===== config.mk =====
export PLATFORM = sky130hd
export DESIGN_NAME = mem_lsu
export DESIGN_NICKNAME = d
export VERILOG_FILES = /design/src/rtl/mem_lsu.sv
export SDC_FILE = /design/constraint.sdc
export NUM_CORES = 1
export LEC_CHECK = 0
export ABC_AREA = 1
export BUFFER_PORTS_ARGS = -buffer_cell sky130_fd_sc_hd__buf_2
export CAP_MARGIN = 5
export CORE_ASPECT_RATIO = 1.5
export CORE_MARGIN = 1.5
export CORE_UTILIZATION = 40
export DETAILED_ROUTE_END_ITERATION = 6
export HOLD_SLACK_MARGIN = 0.15
export REMOVE_ABC_BUFFERS = 1
export SLEW_MARGIN = 0
export SYNTH_ARGS = -nofsm -noshare
export SYNTH_HDL_FRONTEND = slang
export SYNTH_SLANG_ARGS = --single-unit

===== constraint.sdc =====
create_clock -name i_clk -period 3.68 [get_ports i_clk]
set_input_delay 0.184 -clock i_clk [delete_from_list [all_inputs] [get_ports i_clk]]
set_output_delay 0.184 -clock i_clk [all_outputs]
set_load 0.01 [all_outputs]

===== src/rtl/mem_lsu.sv =====
// MEM-stage load/store unit: sizes, aligns and issues one data-memory access
// on a valid/ready bus, extends load data, and stalls the pipeline meanwhile.
module mem_lsu #(
  parameter int unsigned TIMEOUT_CYCLES = 16
) (
  input  logic        i_clk,
  input  logic        i_reset,
  input  logic [31:0] i_memAddr,
  input  logic [31:0] i_writeData,
  input  logic [2:0]  i_funct3,
  input  logic [1:0]  i_ctrlMEM,
  output logic        o_req_valid,
  input  logic        i_req_ready,
  output logic [31:0] o_req_addr,
  output logic        o_req_we,
  output logic [3:0]  o_req_wstrb,
  output logic [31:0] o_req_wdata,
  input  logic        i_rsp_valid,
  input  logic [31:0] i_rsp_data,
  output logic [31:0] o_readData,
  output logic        o_stall,
  output logic        o_done,
  output logic        o_misaligned,
  output logic        o_accessFault,
  output logic        o_busErr
);

  typedef enum logic [1:0] {IDLE, REQ, WAIT_RSP, DONE} state_t;

  state_t      state, state_nx;
  logic [31:0] cnt;
  logic [2:0]  f3_q;
  logic [1:0]  lane_q;
  logic        is_store, fault, misal, tmo;
  logic [3:0]  wstrb_c;
  logic [31:0] wdata_c, shifted, ext;

  always_comb begin
    is_store = (i_ctrlMEM == 2'b01);
    fault    = (i_ctrlMEM == 2'b11) ||
               (i_funct3 == 3'b011) || (i_funct3 == 3'b110) || (i_funct3 == 3'b111) ||
               (is_store && (i_funct3 == 3'b100 || i_funct3 == 3'b101));
    misal    = ((i_funct3[1:0] == 2'b01) && i_memAddr[0]) ||
               ((i_funct3 == 3'b010) && (i_memAddr[1:0] != 2'b00));
    wstrb_c  = 4'b0000;
    wdata_c  = i_writeData;
    case (i_funct3[1:0])
      2'b00: begin
        wstrb_c = 4'b0001 << i_memAddr[1:0];
        wdata_c = {4{i_writeData[7:0]}};
      end
      2'b01: begin
        wstrb_c = 4'b0011 << {i_memAddr[1], 1'b0};
        wdata_c = {2{i_writeData[15:0]}};
      end
      default: wstrb_c = 4'b1111;
    endcase
    if (!is_store) wstrb_c = 4'b0000;
  end

  // Halfword lanes are always even, so a byte-granular shift serves both sizes.
  always_comb begin
    shifted = i_rsp_data >> {lane_q, 3'b000};
    case (f3_q)
      3'b000:  ext = {{24{shifted[7]}}, shifted[7:0]};
      3'b001:  ext = {{16{shifted[15]}}, shifted[15:0]};
      3'b100:  ext = {24'b0, shifted[7:0]};
      3'b101:  ext = {16'b0, shifted[15:0]};
      default: ext = shifted;
    endcase
  end

  always_comb begin
    tmo      = (TIMEOUT_CYCLES != 0) && (cnt == TIMEOUT_CYCLES - 1);
    state_nx = state;
    case (state)
      IDLE:     if (i_ctrlMEM != 2'b00) state_nx = (fault || misal) ? DONE : REQ;
      REQ:      if (i_req_ready) state_nx = o_req_we ? DONE : WAIT_RSP;
      WAIT_RSP: if (i_rsp_valid || tmo) state_nx = DONE;
      default:  state_nx = IDLE;
    endcase
    o_req_valid = (state == REQ);
    o_done      = (state == DONE);
    o_stall     = (state == REQ) || (state == WAIT_RSP) ||
                  ((state == IDLE) && (i_ctrlMEM != 2'b00));
  end

  // Fault flags default low each edge so they are only visible in DONE.
  always_ff @(posedge i_clk) begin
    if (i_reset) begin
      state         <= IDLE;
      cnt           <= '0;
      f3_q          <= '0;
      lane_q        <= '0;
      o_req_addr    <= '0;
      o_req_we      <= 1'b0;
      o_req_wstrb   <= '0;
      o_req_wdata   <= '0;
      o_readData    <= '0;
      o_misaligned  <= 1'b0;
      o_accessFault <= 1'b0;
      o_busErr      <= 1'b0;
    end else begin
      state         <= state_nx;
      o_misaligned  <= 1'b0;
      o_accessFault <= 1'b0;
      o_busErr      <= 1'b0;
      case (state)
        IDLE: if (i_ctrlMEM != 2'b00) begin
          if (fault) o_accessFault <= 1'b1;
          else if (misal) o_misaligned <= 1'b1;
          else begin
            o_req_addr  <= {i_memAddr[31:2], 2'b00};
            o_req_we    <= is_store;
            o_req_wstrb <= wstrb_c;
            o_req_wdata <= wdata_c;
            f3_q        <= i_funct3;
            lane_q      <= i_memAddr[1:0];
          end
        end
        REQ: if (i_req_ready && !o_req_we) cnt <= '0;
        WAIT_RSP: begin
          if (i_rsp_valid) o_readData <= ext;
          else if (tmo) o_busErr <= 1'b1;
          else cnt <= cnt + 32'd1;
        end
        default: ;
      endcase
    end
  end

endmodule


-- After elaboration in Yosys (flattened, before gate mapping)
Index checks and enable logic that the tools add are counted.
Widths: inputs -> output; s select.
- add/subtract/negate cells: 1
- reductions and logical operators: 29
- equal/unequal tests: 22
- shifts and indexed selects: 3
- bitwise operators: 5
- multiplexer cells: 17
- operator list (operator ; count):
    $pmux 32 s2 ; 2
    $pmux 32 s4 ; 1
    $mux 32 ; 3
    $add 32x1->32 const B ; 1
    $eq 32x4->1 const B ; 1
    $shr 32x5->32 ; 1
    $eq 3x3->1 const B ; 6
    $logic_or 1x1->1 ; 10
    $mux 2 ; 4
    $ne 2x2->1 const B ; 4
    $pmux 4 s2 ; 1
    $reduce_and 4->1 ; 2
    $eq 2x1->1 const B ; 3
    $eq 2x2->1 const B ; 3
    $eq 3x2->1 const B ; 2
    $pmux 2 s3 ; 1
    $reduce_bool 2->1 ; 3
    $reduce_or 3->1 ; 2
    $logic_and 1x1->1 ; 5
    $not 1->1 ; 5
    $logic_not 2->1 ; 2
    $mux 1 ; 4
    $mux 4 ; 1
    $ne 2x1->1 const B ; 2
    8 further kinds ; 8
- output and inout port bits: 107
- logic and storage cells: 89
- bits in registers: 141
- input port bits: 105

-- Depth between registers and ports, before layout
Gate-level depths: netlist of run 1.
- depth after elaboration: 9
- gate-level depth with buffers: 12
- mapped depth without buffers: 11

-- Worst setup path after synthesis of run 1
Ideal clock, no wire load.
- kind: register to register
- start point: register cnt[0]
- end point: register cnt[13]
- arrival time: 1.649 ns
- setup time: 0.132 ns
- setup slack: 1.899 ns
- cell stages (with the launch flop): 12
- buffers on the path: 1
- path through: dfxtp_1 -> ha_1 -> inv_2 -> nor2_8 -> nand3_4 -> nor2_4 -> nand2_2 -> nand3_4 -> nand2_4 -> buf_6 -> nand2_1 -> a21oi_1
- cells in the longest elaborated chain, start to end: 4
- elaborated cells between the ends (all ways): 7
- RTL lines (element ; RTL line ; RTL):
    start: declaration ; 31 ; logic [31:0] cnt;
    start signal: assignment ; 125 ; else cnt <= cnt + 32'd1;
    $add 32x1->32 ; 125 ;
    $mux 32 ; 124 ; else if (tmo) o_busErr <= 1'b1;
    $mux 32 ; 123 ; if (i_rsp_valid) o_readData <= ext;
    $pmux 32 s2 ; 108 ; case (state)
Parallel ways exist; a longest one is shown, timed or not. The select of a mux whose other input is x is not followed.
A chain may end at the register's enable or synchronous reset.

-- Final worst setup path of run 1
- start point: register state[1]
- end point: register o_req_wdata[13]
- cells in the longest elaborated chain, start to end: 2
- RTL lines (element ; RTL line ; RTL):
    start: declaration ; 30 ; state_t state, state_nx;
    start signal: assignment ; 104 ; state <= state_nx;
    $logic_not 2->1 ; 108 ;
    $reduce_and 4->1 (no line) ; -- ;
    end signal: assignment ; 116 ; o_req_wdata <= wdata_c;
    end: declaration ; 17 ; output logic [31:0] o_req_wdata,
Every way passes these cells.

==> summary.md, run 1 <==
| Metric | Value |
|---|---|
| Outcome | completed |
| Min Tclk post-route | 2.616 ns |
| Drt first pass iters | 5 |
| IO Port Bufs | 209 |
| CTS buffer count | 17 |
| Max Buffers Root-to-Sink | 2 |
| Mux contribution to synthesized area | 0% |
| WP data required | 4.04 ns |
| Mapped cell area | 7416 um2 |
| Top sig layer | met4 |
| Worst-path clk slew | 0.06 ns |
| Critical Path Sink Type | register |
| Min-delay worst type | input pin to register |
| Seq/Total Area, Yosys | 38.06% |
| Detailed-route via count | 8231 |
| #FFs+latches synth | 141 |
| Pleak | 4.527 nW |
| Nets | 1509 |
| Most common cell after layout, fill and taps aside | nand2_1 |
| Syn Inst Count | 1152 |
| CP Max Fanout | 37 |
| Ys Warns | 0 |
| Hold path startpoint | i_ctrlMEM[1] |
| Relative slew slack | 23.84% |
| DR WL/cell | 14.68 um |
| CTS tree | done |
| Fin area | 9808 um2 |
| Peak Freq | 382.3 MHz |
| Synth Area in Compound Gates | 19.23% |
| Layout Skew | 0.01050 ns |
| Clock root cell | clkbuf_16 |
| I/O pins | 212 |
| Die X | 114.2 um |
| Worst path arrival time | 2.98 ns |
| Worst R2R Path Depth | 10 |
| Htree depth | 4 |
| Clk_lat worst skew | 0.42 ns |
| Layout cells sized above 1 | 19.48% |
| Main area contributors after synthesis | dfxtp_1 38%, nand2_1 17%, a21oi_1 9.7%, nor2_1 7.4%, o21ai_0 4.9% |
| First-pass GRT wire length | 38780 um |
| Row count | 60 |
| DR WL met2 | 12460 um |
| Grt ovf | 0 |
| Min-Delay Path Depth | 4 |
| Largest net degree at the start of global routing | 59 |
| Synth area leader | dfxtp_1 |
| Vias per inst | 5.050 |
| Cell variety after synth | 41 |
| Final Wtd Congestion | 0.9175 |
| Initial antenna violation count | 1 |
| Vias in the first global route | 7996 |
| Initial drt markers | 271 |
| FF-to-FF Start | state[1]$_SDFFE_PP0P_ |
| Setup Viol. Count Final | 0 |
| TNS Setup | 0 ns |
| Antenna Nets Post-Route | 0 |
| Main combinational cell family by area after synthesis | simple AND/OR/NAND/NOR gates |
| Drt drc | 0 |
| Type of origin of the critical path | register |
| Commonest cells after routing, fill and taps aside | 334 x nand2_1, 208 x buf_2, 146 x nor2_1, 144 x a21oi_1, 141 x dfxtp_1 |
| XOR/XNOR Fraction of Synth Area | 0.4724% |
| Simple-Gate Fraction of Synth Area | 31.85% |
| Post-DP HPWL | 16930 um |
| Crit Path Category | register to register |
| Yosys top cell area share | 38.06% |
| Post-DP Area | 8526 um2 |
| Placeable Area | 18020 um2 |
| Clk sinks | 141 |
| R2R setup slack | 1.06 ns |
| Routed wl met3 | 1446 um |
| Slew Viols, Final | 0 |
| Final Hold Fails | 0 |
| Worst-margin pin slew | 1.138 ns |
| Reg-to-Reg End | o_req_wdata[13]$_SDFFE_PP0P_ |
| RSZ-0062 raised after global routing | no |
| Routed WL | 23920 um |
| Starting Density | 41.16% |
| Peak VDD IR | 0.3137 mV |
| Hold Path End | o_req_wstrb[0]$_SDFFE_PP0P_ |
| Post-Synth Adder-Cell Area | 0.8436% |
| WL met1 | 9152 um |
| GR Util All Layers | 25.28% |
| Avg Cell Area, Syn | 6.437 um2 |
| Max-cap viol count | 0 |
| Final period util | 71.08% |
| Area delta synth->final | 32.26% |
| Pwr dens | 518.7 nW/um2 |
| DIE AREA | 19380 um2 |
| Die Y | 169.8 um |
## state kept, by name (all words and copies together) (netlist names)
signal         cells
o_req_wdata       32
cnt               32
state              2
f3_q               3
o_req_we           1
o_accessFault      1
o_busErr           1
o_req_addr        30
lane_q             2
o_readData        32
o_req_wstrb        4
o_misaligned       1
## power by group
part	switching (mW)	leakage [nW]	total, mW	internal, mW
logic	1.02	3.09	1.56	0.532
registers	0.109	1.15	1.82	1.71
clock network	0.740	0.287	1.71	0.975
## repair_timing
item | 4_1_cts | 5_1_grt
gates resized for setup | 0 | 0
setup buffers | 0 | 0
hold endpoints to repair | 68 | 0
hold buffers | 69 | 0
## layout make-up
cell class                 count  area (um2)
clock buffer                  18       439.2
inverter                     101       379.1
tap                          217       271.5
sequential                   141        2823
timing repair buffer         291        1849
fill                        1808        8209
antenna                        1       2.502
clock inverter                14       150.1
multi-input combinational    847        3894
## cells in the mapped netlist
library cell,number
buf_2,18
clkbuf_1,36
o21ai_0,73
nor4_1,1
nand4_1,9
o21a_1,1
conb_1,1
nor2_1,146
a21o_1,16
a21oi_4,1
nand2_2,2
o31ai_1,7
nand3_2,4
nor2_4,1
o21ai_1,2
buf_12,1
inv_2,5
nand3b_1,1
xor2_1,3
inv_1,96
o211ai_1,7
a31o_2,1
nand2_1,334
nor3b_1,1
nand2_4,1
nor2_8,1
nand3_4,2
nor2_2,2
buf_4,2
a21oi_2,1
dfxtp_1,141
nor3_1,5
buf_1,3
nand3_1,63
o21bai_1,1
a21oi_1,144
ha_1,5
xnor2_1,1
buf_8,2
a31oi_1,9
buf_6,2
## cell families (layout without fill, tap and decap cells)
family                     Yosys count  after routing
AOI/OAI and AO/OA                  263            263
xor gates and xnor gates             4              4
DFF                                141            141
other                                1              3
adders and majority gates            5              5
buffers and inverters              165            424
and+or+nand+nor                    573            573
## critical path, stage by stage (launching register included)
cell	delay, ns
dfxtp_1	0.32
inv_1	0.10
ha_1	0.20
inv_1	0.06
nor2_1	0.26
nand3_2	0.16
inv_2	0.40
buf_12	0.25
o21ai_0	0.09
a31oi_1	0.15
dlygate4sd3_1	0.56
## how the worst max path moves through the flow
stage                                     start                           end  slack [ns]  cells after the start
final                     state[1]$_SDFFE_PP0P_  o_req_wdata[13]$_SDFFE_PP0P_        1.06                     10
after global routing      state[1]$_SDFFE_PP0P_  o_req_wdata[13]$_SDFFE_PP0P_        0.86                     10
after CTS                 state[1]$_SDFFE_PP0P_  o_req_wdata[13]$_SDFFE_PP0P_        1.03                     10
after detailed placement    cnt[0]$_SDFFE_PP0P_          cnt[27]$_SDFFE_PP0P_        1.25                     11
after global placement      cnt[0]$_SDFFE_PP0P_          cnt[30]$_SDFFE_PP0P_        1.31                     11
after floorplan           state[0]$_SDFFE_PP0P_  o_req_wdata[10]$_SDFFE_PP0P_        0.84                      8
## through the flow
step / utilization (%) / instances / hold WS (ns) / setup WS, ns / total power, mW
final: 54.44 / 1630 / 0.1681 / 1.064 / 5.087
after global routing: 54.44 / 1630 / 0.1828 / 0.8607 / 5.382
after CTS: 54.42 / 1629 / 0.1509 / 1.032 / 5.145
after detailed placement: 47.32 / 1528 / 0.4288 / 1.254 / 3.352
after global placement: 47.32 / 1528 / 0.4331 / 1.313 / 3.333
after floorplan: - / 1089 / 0.2531 / 0.8426 / 2.714
## layer usage
layer / up-vias / track usage (%)
li1: 4209 / -
met1: 3716 / 26.93
met2: 252 / 46.31
met3: 54 / 6.536
met4: 0 / 11.30
met5: - / 0
Note: power is estimated with default switching activity, not from simulation.
==> inputs of run 2 (changes only) <==
Clock period 3.68 ns to 2.55 ns, I/O delays scaled along.
==> run 2 against run 1 <==
- non-clock buffer count up 30
- cell area up 3.4%
- highest routed layer unchanged
- die area unchanged
- largest power group unchanged
- clock-buffer cell count unchanged
- combinational power up 51%
- hold slack better by 0.0070 ns
- first-iteration DRC count up 12%
- via count up 1.9%
- critical path type is now input pin to register
==> summary.md, run 2 (synthesis gave the netlist of run 1 again) <==
| Metric | Value |
|---|---|
| Outcome | completed |
| Max-cap viol count | 0 |
| Tot Pwr | 7.449 mW |
| Pleak | 4.686 nW |
| Min-delay worst type | input pin to register |
| Antenna Nets Post-Route | 0 |
| Final period util | 93.31% |
| Row count | 60 |
| Worst path slowest cell | dlygate4sd3_1 |
| Largest net degree at the start of global routing | 98 |
| CP Max Fanout | 64 |
| Clk_lat worst skew | 0.43 ns |
| Layout cells sized above 1 | 19.56% |
| Drt first pass iters | 5 |
| Slew Viols, Final | 0 |
| GR Util All Layers | 25.73% |
| Type of origin of the critical path | input pin |
| Grt ovf | 0 |
| Routed WL | 24760 um |
| First-pass GRT wire length | 39400 um |
| CTS tree | done |
| Commonest cells after routing, fill and taps aside | 334 x nand2_1, 208 x buf_2, 145 x nor2_1, 144 x a21oi_1, 141 x dfxtp_1 |
| Worst-path cell chain | dlygate4sd3_1 > buf_2 > nand2_1 > a21oi_2 > nand3_4 > inv_2 > buf_12 > o21ai_0 > a21oi_1 > dlygate4sd3_1 |
| CTS buffer count | 17 |
| Die X | 114.2 um |
| Crit Path Category | input pin to register |
| Post-DP HPWL | 16910 um |
| Die Y | 169.8 um |
| Min Tclk post-route | 2.379 ns |
| Worst path arrival time | 2.75 ns |
| Peak VDD IR | 0.3856 mV |
| Htree depth | 4 |
| Final Hold Fails | 0 |
| Clock root cell | clkbuf_16 |
| Pwr dens | 734.2 nW/um2 |
| Max Buffers Root-to-Sink | 2 |
| Largest registers | cnt: 32 flops, o_readData: 32 flops, o_req_wdata: 32 flops |
| Initial drt markers | 304 |
| Starting Density | 41.16% |
| Vias in the first global route | 8202 |
| I/O pins | 212 |
| Layout Skew | 0.008735 ns |
| Max incr delay on CP | 0.57 ns |
| Relative slew slack | 56.59% |
| Most common cell after layout, fill and taps aside | nand2_1 |
| Worst-path clk slew | 0.07 ns |
| FF+latch area | 2823 um2 |
| Initial antenna violation count | 2 |
| Vias per inst | 5.052 |
| Critical Path Sink Type | register |
| Peak Freq | 420.3 MHz |
| DR WL/cell | 14.90 um |
| Placeable Area | 18020 um2 |
| CP most frequent cell | dlygate4sd3_1 |
| Nets | 1539 |
| IO Port Bufs | 209 |
| Fillers | 1824 |
| TNS Setup | 0 ns |
| Footprint of the multi-input gates | 3909 um2 |
| WP data required | 2.92 ns |
| Drt drc | 0 |
| Post-layout util | 56.31% |
| Clk sinks | 141 |
| Final Wtd Congestion | 0.9023 |
| Setup Viol. Count Final | 0 |
| Worst-margin pin slew | 0.6488 ns |
| Detailed-route via count | 8391 |
| Post-CTS Setup Bufs | 0 |
| RSZ-0062 raised after global routing | no |
| DIE AREA | 19380 um2 |
| Min Hold Slack | 0.1751 ns |
| Area delta synth->final | 36.81% |
-- run 2: cell types whose count changed in the layout (fill, tap and decap cells not counted) --
cell           change
dlygate4sd3_1     +24
buf_12             +3
buf_4              +3
clkinv_4           -2
inv_6              +2
clkinv_2           +1
clkinvlp_4         -1
diode_2            +1
nand3_2            -1
nand3_4            +1
nor2_1             -1
nor2_4             +1
-- run 2: final cells by class --
cell class,count,share of cell area (%)
antenna,2,0.04933
multi-input combinational,847,38.53
clock buffer,18,4.329
tap,217,2.676
clock inverter,14,1.455
sequential,141,27.82
inverter,101,3.737
timing repair buffer,321,21.41
-- run 2: stage by stage --
| stage | std cells | instance area [um2] | setup slack (ns) |
|---|---|---|---|
| floorplan | 1089 | 7096 | -0.2874 |
| finish | 1661 | 10150 | 0.1705 |
| global placement | 1534 | 8596 | 0.3733 |
| CTS | 1659 | 10110 | 0.06228 |
| detailed placement | 1534 | 8596 | 0.3023 |
| global route | 1661 | 10150 | 0.01680 |
-- run 2: power by group --
group          total (mW)  internal [mW]  switching (mW)  leakage (nW)
logic                2.36          0.839            1.52          3.25
clock network        2.49           1.41            1.08         0.292
registers            2.60           2.47           0.139          1.15
total                7.45           4.71            2.74          4.69
-- run 2: per-layer routing --
| metal | part of all wire [%] | up-vias | global-route usage (%) |
|---|---|---|---|
| li1 | - | 4279 | - |
| met1 | 39 | 3749 | 27.17 |
| met2 | 50 | 293 | 46.44 |
| met3 | 6.1 | 70 | 6.000 |
| met4 | 4.9 | 0 | 14.51 |
| met5 | 0 | - | 0 |
-- run 2: critical path, delay by kind of cell --
kind / cells / cell delay [ns]
buffers and inverters: 5 / 1.73
AO/OA/AOI/OAI: 3 / 0.51
AND/OR/NAND/NOR: 2 / 0.34
-- run 2: path summary, 6_finish.rpt --
check | from | to | slack (ns) | cells after the start
max | i_funct3[1] | o_req_wdata[23]$_SDFFE_PP0P_ | 0.17 | 10
min | i_writeData[30] | o_req_wdata[30]$_SDFFE_PP0P_ | 0.18 | 5
max reg2reg | state[1]$_SDFFE_PP0P_ | o_req_wdata[23]$_SDFFE_PP0P_ | 0.21 | 10
min reg2reg | o_req_addr[31]$_SDFFE_PP0P_ | o_req_addr[31]$_SDFFE_PP0P_ | 0.46 | 2
-- run 2: timing repair --
action,CTS,global route
hold buffers,93,0
endpoints found under the setup margin,0,3
endpoints found under the hold margin,84,0
resized for setup,0,6
==> inputs of run 3 (changes only) <==
Settings changed: BUFFER_PORTS_ARGS -buffer_cell sky130_fd_sc_hd__buf_2 to unset, DONT_BUFFER_PORTS set to 1.
==> run 3 against run 2 <==
- first-iteration DRC count grew 9.9%
- non-clock buffer count shrank 165
- wire length shrank 1.7%
- clock-buffer cell count is the same
- clock skew grew 0.0017 ns
- via count shrank 5.5%
- setup slack lost 0.013 ns
- hold slack is essentially flat
- combinational power shrank 16%
- critical endpoint is now o_req_wstrb[3]$_SDFFE_PP0P_
- highest routed layer unchanged
==> summary.md, run 3 (synthesis gave the netlist of run 1 again) <==
| Metric | Value |
|---|---|
| Layout cells sized above 1 | 6.108% |
| Initial antenna violation count | 2 |
| Post-CTS Setup Bufs | 0 |
| Worst R2R Path Depth | 10 |
| Slew Viols, Final | 0 |
| Largest net degree at the start of global routing | 98 |
| Tot Pwr | 7.152 mW |
| Worst path slowest cell | dlygate4sd3_1 |
| Post-DP Area | 7552 um2 |
| CTS buffer count | 17 |
| Min Hold Slack | 0.1748 ns |
| Worst path depth | 11 |
| Max incr delay on CP | 0.87 ns |
| Area delta synth->final | 27.80% |
| Final Hold Fails | 0 |
| First-pass GRT wire length | 39400 um |
| Max Buffers Root-to-Sink | 2 |
| NetSw | 2.682 mW |
| Most common cell after layout, fill and taps aside | nand2_1 |
| Drt first pass iters | 5 |
| Crit Path Category | input pin to register |
| Min Tclk post-route | 2.393 ns |
| Type of origin of the critical path | input pin |
| Worst path top cell family by delay | buffers and inverters |
| RSZ-0062 raised after global routing | no |
| DR WL/cell | 16.27 um |
| Worst-margin pin slew | 1.120 ns |
| Clk_lat worst skew | 0.43 ns |
| Row count | 60 |
| Int Power | 4.470 mW |
| Peak Freq | 417.9 MHz |
| Post-DP HPWL | 16440 um |
| Grt ovf | 0 |
| Die X | 114.2 um |
| Min-Delay Path Depth | 4 |
| Relative slew slack | 25.04% |
| Fillers | 1802 |
| Outcome | completed |
| DIE AREA | 19380 um2 |
| Sequential power share | 39.0% |
| Vias per inst | 5.301 |
| Die Y | 169.8 um |
| CP most frequent cell | nand2_1 |
| TNS Setup | 0 ns |
| Worst-path cell chain | dlygate4sd3_1 > nor2_1 > nand2_1 > nand2_1 > nand2_1 > nand3_4 > nor3_1 > buf_4 > nand2_1 > a21oi_1 > dlygate4sd3_1 |
| Worst path arrival time | 2.76 ns |
| Min-delay worst type | input pin to register |
| IO Port Bufs | 0 |
| CTS tree | done |
| Setup Slack @ Placement | 0.3029 ns |
| Placed Instances | 1329 |
| Setup Viol. Count Final | 0 |
| WP data required | 2.91 ns |
| Final Wtd Congestion | 0.9129 |
| Pwr dens | 754.6 nW/um2 |
| Placeable Area | 18020 um2 |
| Final worst slack | 0.1573 ns |
| Fin area | 9478 um2 |
| Layout Skew | 0.01043 ns |
| Htree depth | 4 |
| Vias in the first global route | 7906 |
| Peak VDD IR | 0.5488 mV |
| Pleak | 3.866 nW |
| CP Max Fanout | 15 |
| Largest registers | cnt: 32 flops, o_readData: 32 flops, o_req_wdata: 32 flops |
| Worst-path clk slew | 0.06 ns |
| Comb power frac | 27.8% |
| Clk sinks | 141 |
| Sw frac | 37.50% |
| Drt drc | 0 |
| GR Util All Layers | 25.76% |
| Post-layout util | 52.60% |
| Nets | 1374 |
| Clock share of power | 33.2% |
| Final period util | 93.83% |
| Max-cap viol count | 0 |
| Clock root cell | clkbuf_16 |
| I/O pins | 212 |
| Critical Path Sink Type | register |
| Buf+Inv Stages, Crit Path | 3 |
| Antenna Nets Post-Route | 0 |
| Starting Density | 41.16% |
| Initial drt markers | 334 |
| Detailed-route via count | 7930 |
| Commonest cells after routing, fill and taps aside | 334 x nand2_1, 145 x nor2_1, 144 x a21oi_1, 141 x dfxtp_1, 132 x dlygate4sd3_1 |
| Routed WL | 24340 um |
| Final non-filler cell total | 1496 |
[run 3: changes by cell type in the layout (fill, tap and decap cells not counted), sizes merged]
cell | previous run | this run
bufinv | 1 | 0
clkinv | 5 | 7
buf | 228 | 24
inv | 109 | 108
dlygate4sd3 | 93 | 132
[run 3: final timing paths]
path,start,end,slack [ns]
setup / recovery,i_funct3[0],o_req_wstrb[3]$_SDFFE_PP0P_,0.16
hold / removal,i_rsp_data[15],o_readData[15]$_SDFFE_PP0P_,0.17
setup reg to reg,state[0]$_SDFFE_PP0P_,o_req_wstrb[3]$_SDFFE_PP0P_,0.19
hold reg to reg,f3_q[0]$_SDFFE_PP0P_,f3_q[0]$_SDFFE_PP0P_,0.49
[run 3: power groups by stage]
stage          clock network, mW  registers (mW)  logic, mW
2_1_floorplan                  0            2.77       1.15
3_3_place_gp                   0            2.83       1.68
3_5_place_dp                   0            2.84       1.70
4_1_cts                     2.42            2.79       1.95
5_1_grt                     2.51            2.82       2.21
6_report                    2.38            2.79       1.98
[run 3: routing by layer]
metal	GRT usage (%)	up-vias	share of wire, %
li1	-	3957	-
met1	26.34	3590	37
met2	46.88	300	51
met3	6.750	83	7.4
met4	14.67	0	4.8
met5	0	-	0
[run 3: tightest hold or removal path: cells and delay by family]
family,cells,cell delay (ns)
AOI/OAI and AO/OA,4,0.44
[run 3: final cells by class]
class	instances	area [um2]	share of cell area (%)
tap	217	271.5	2.865
clock inverter	14	122.6	1.294
timing repair buffer	156	1534	16.18
multi-input combinational	847	3904	41.19
sequential	141	2823	29.78
clock buffer	18	439.2	4.634
inverter	101	379.1	4.000
antenna	2	5.005	0.05281
[run 3: timing repair]
| item | in CTS | in global routing |
|---|---|---|
| hold buffers | 133 | 0 |
| gates resized for setup | 0 | 2 |
| endpoints found under the hold margin | 140 | 0 |
| endpoints found under the setup margin | 0 | 5 |
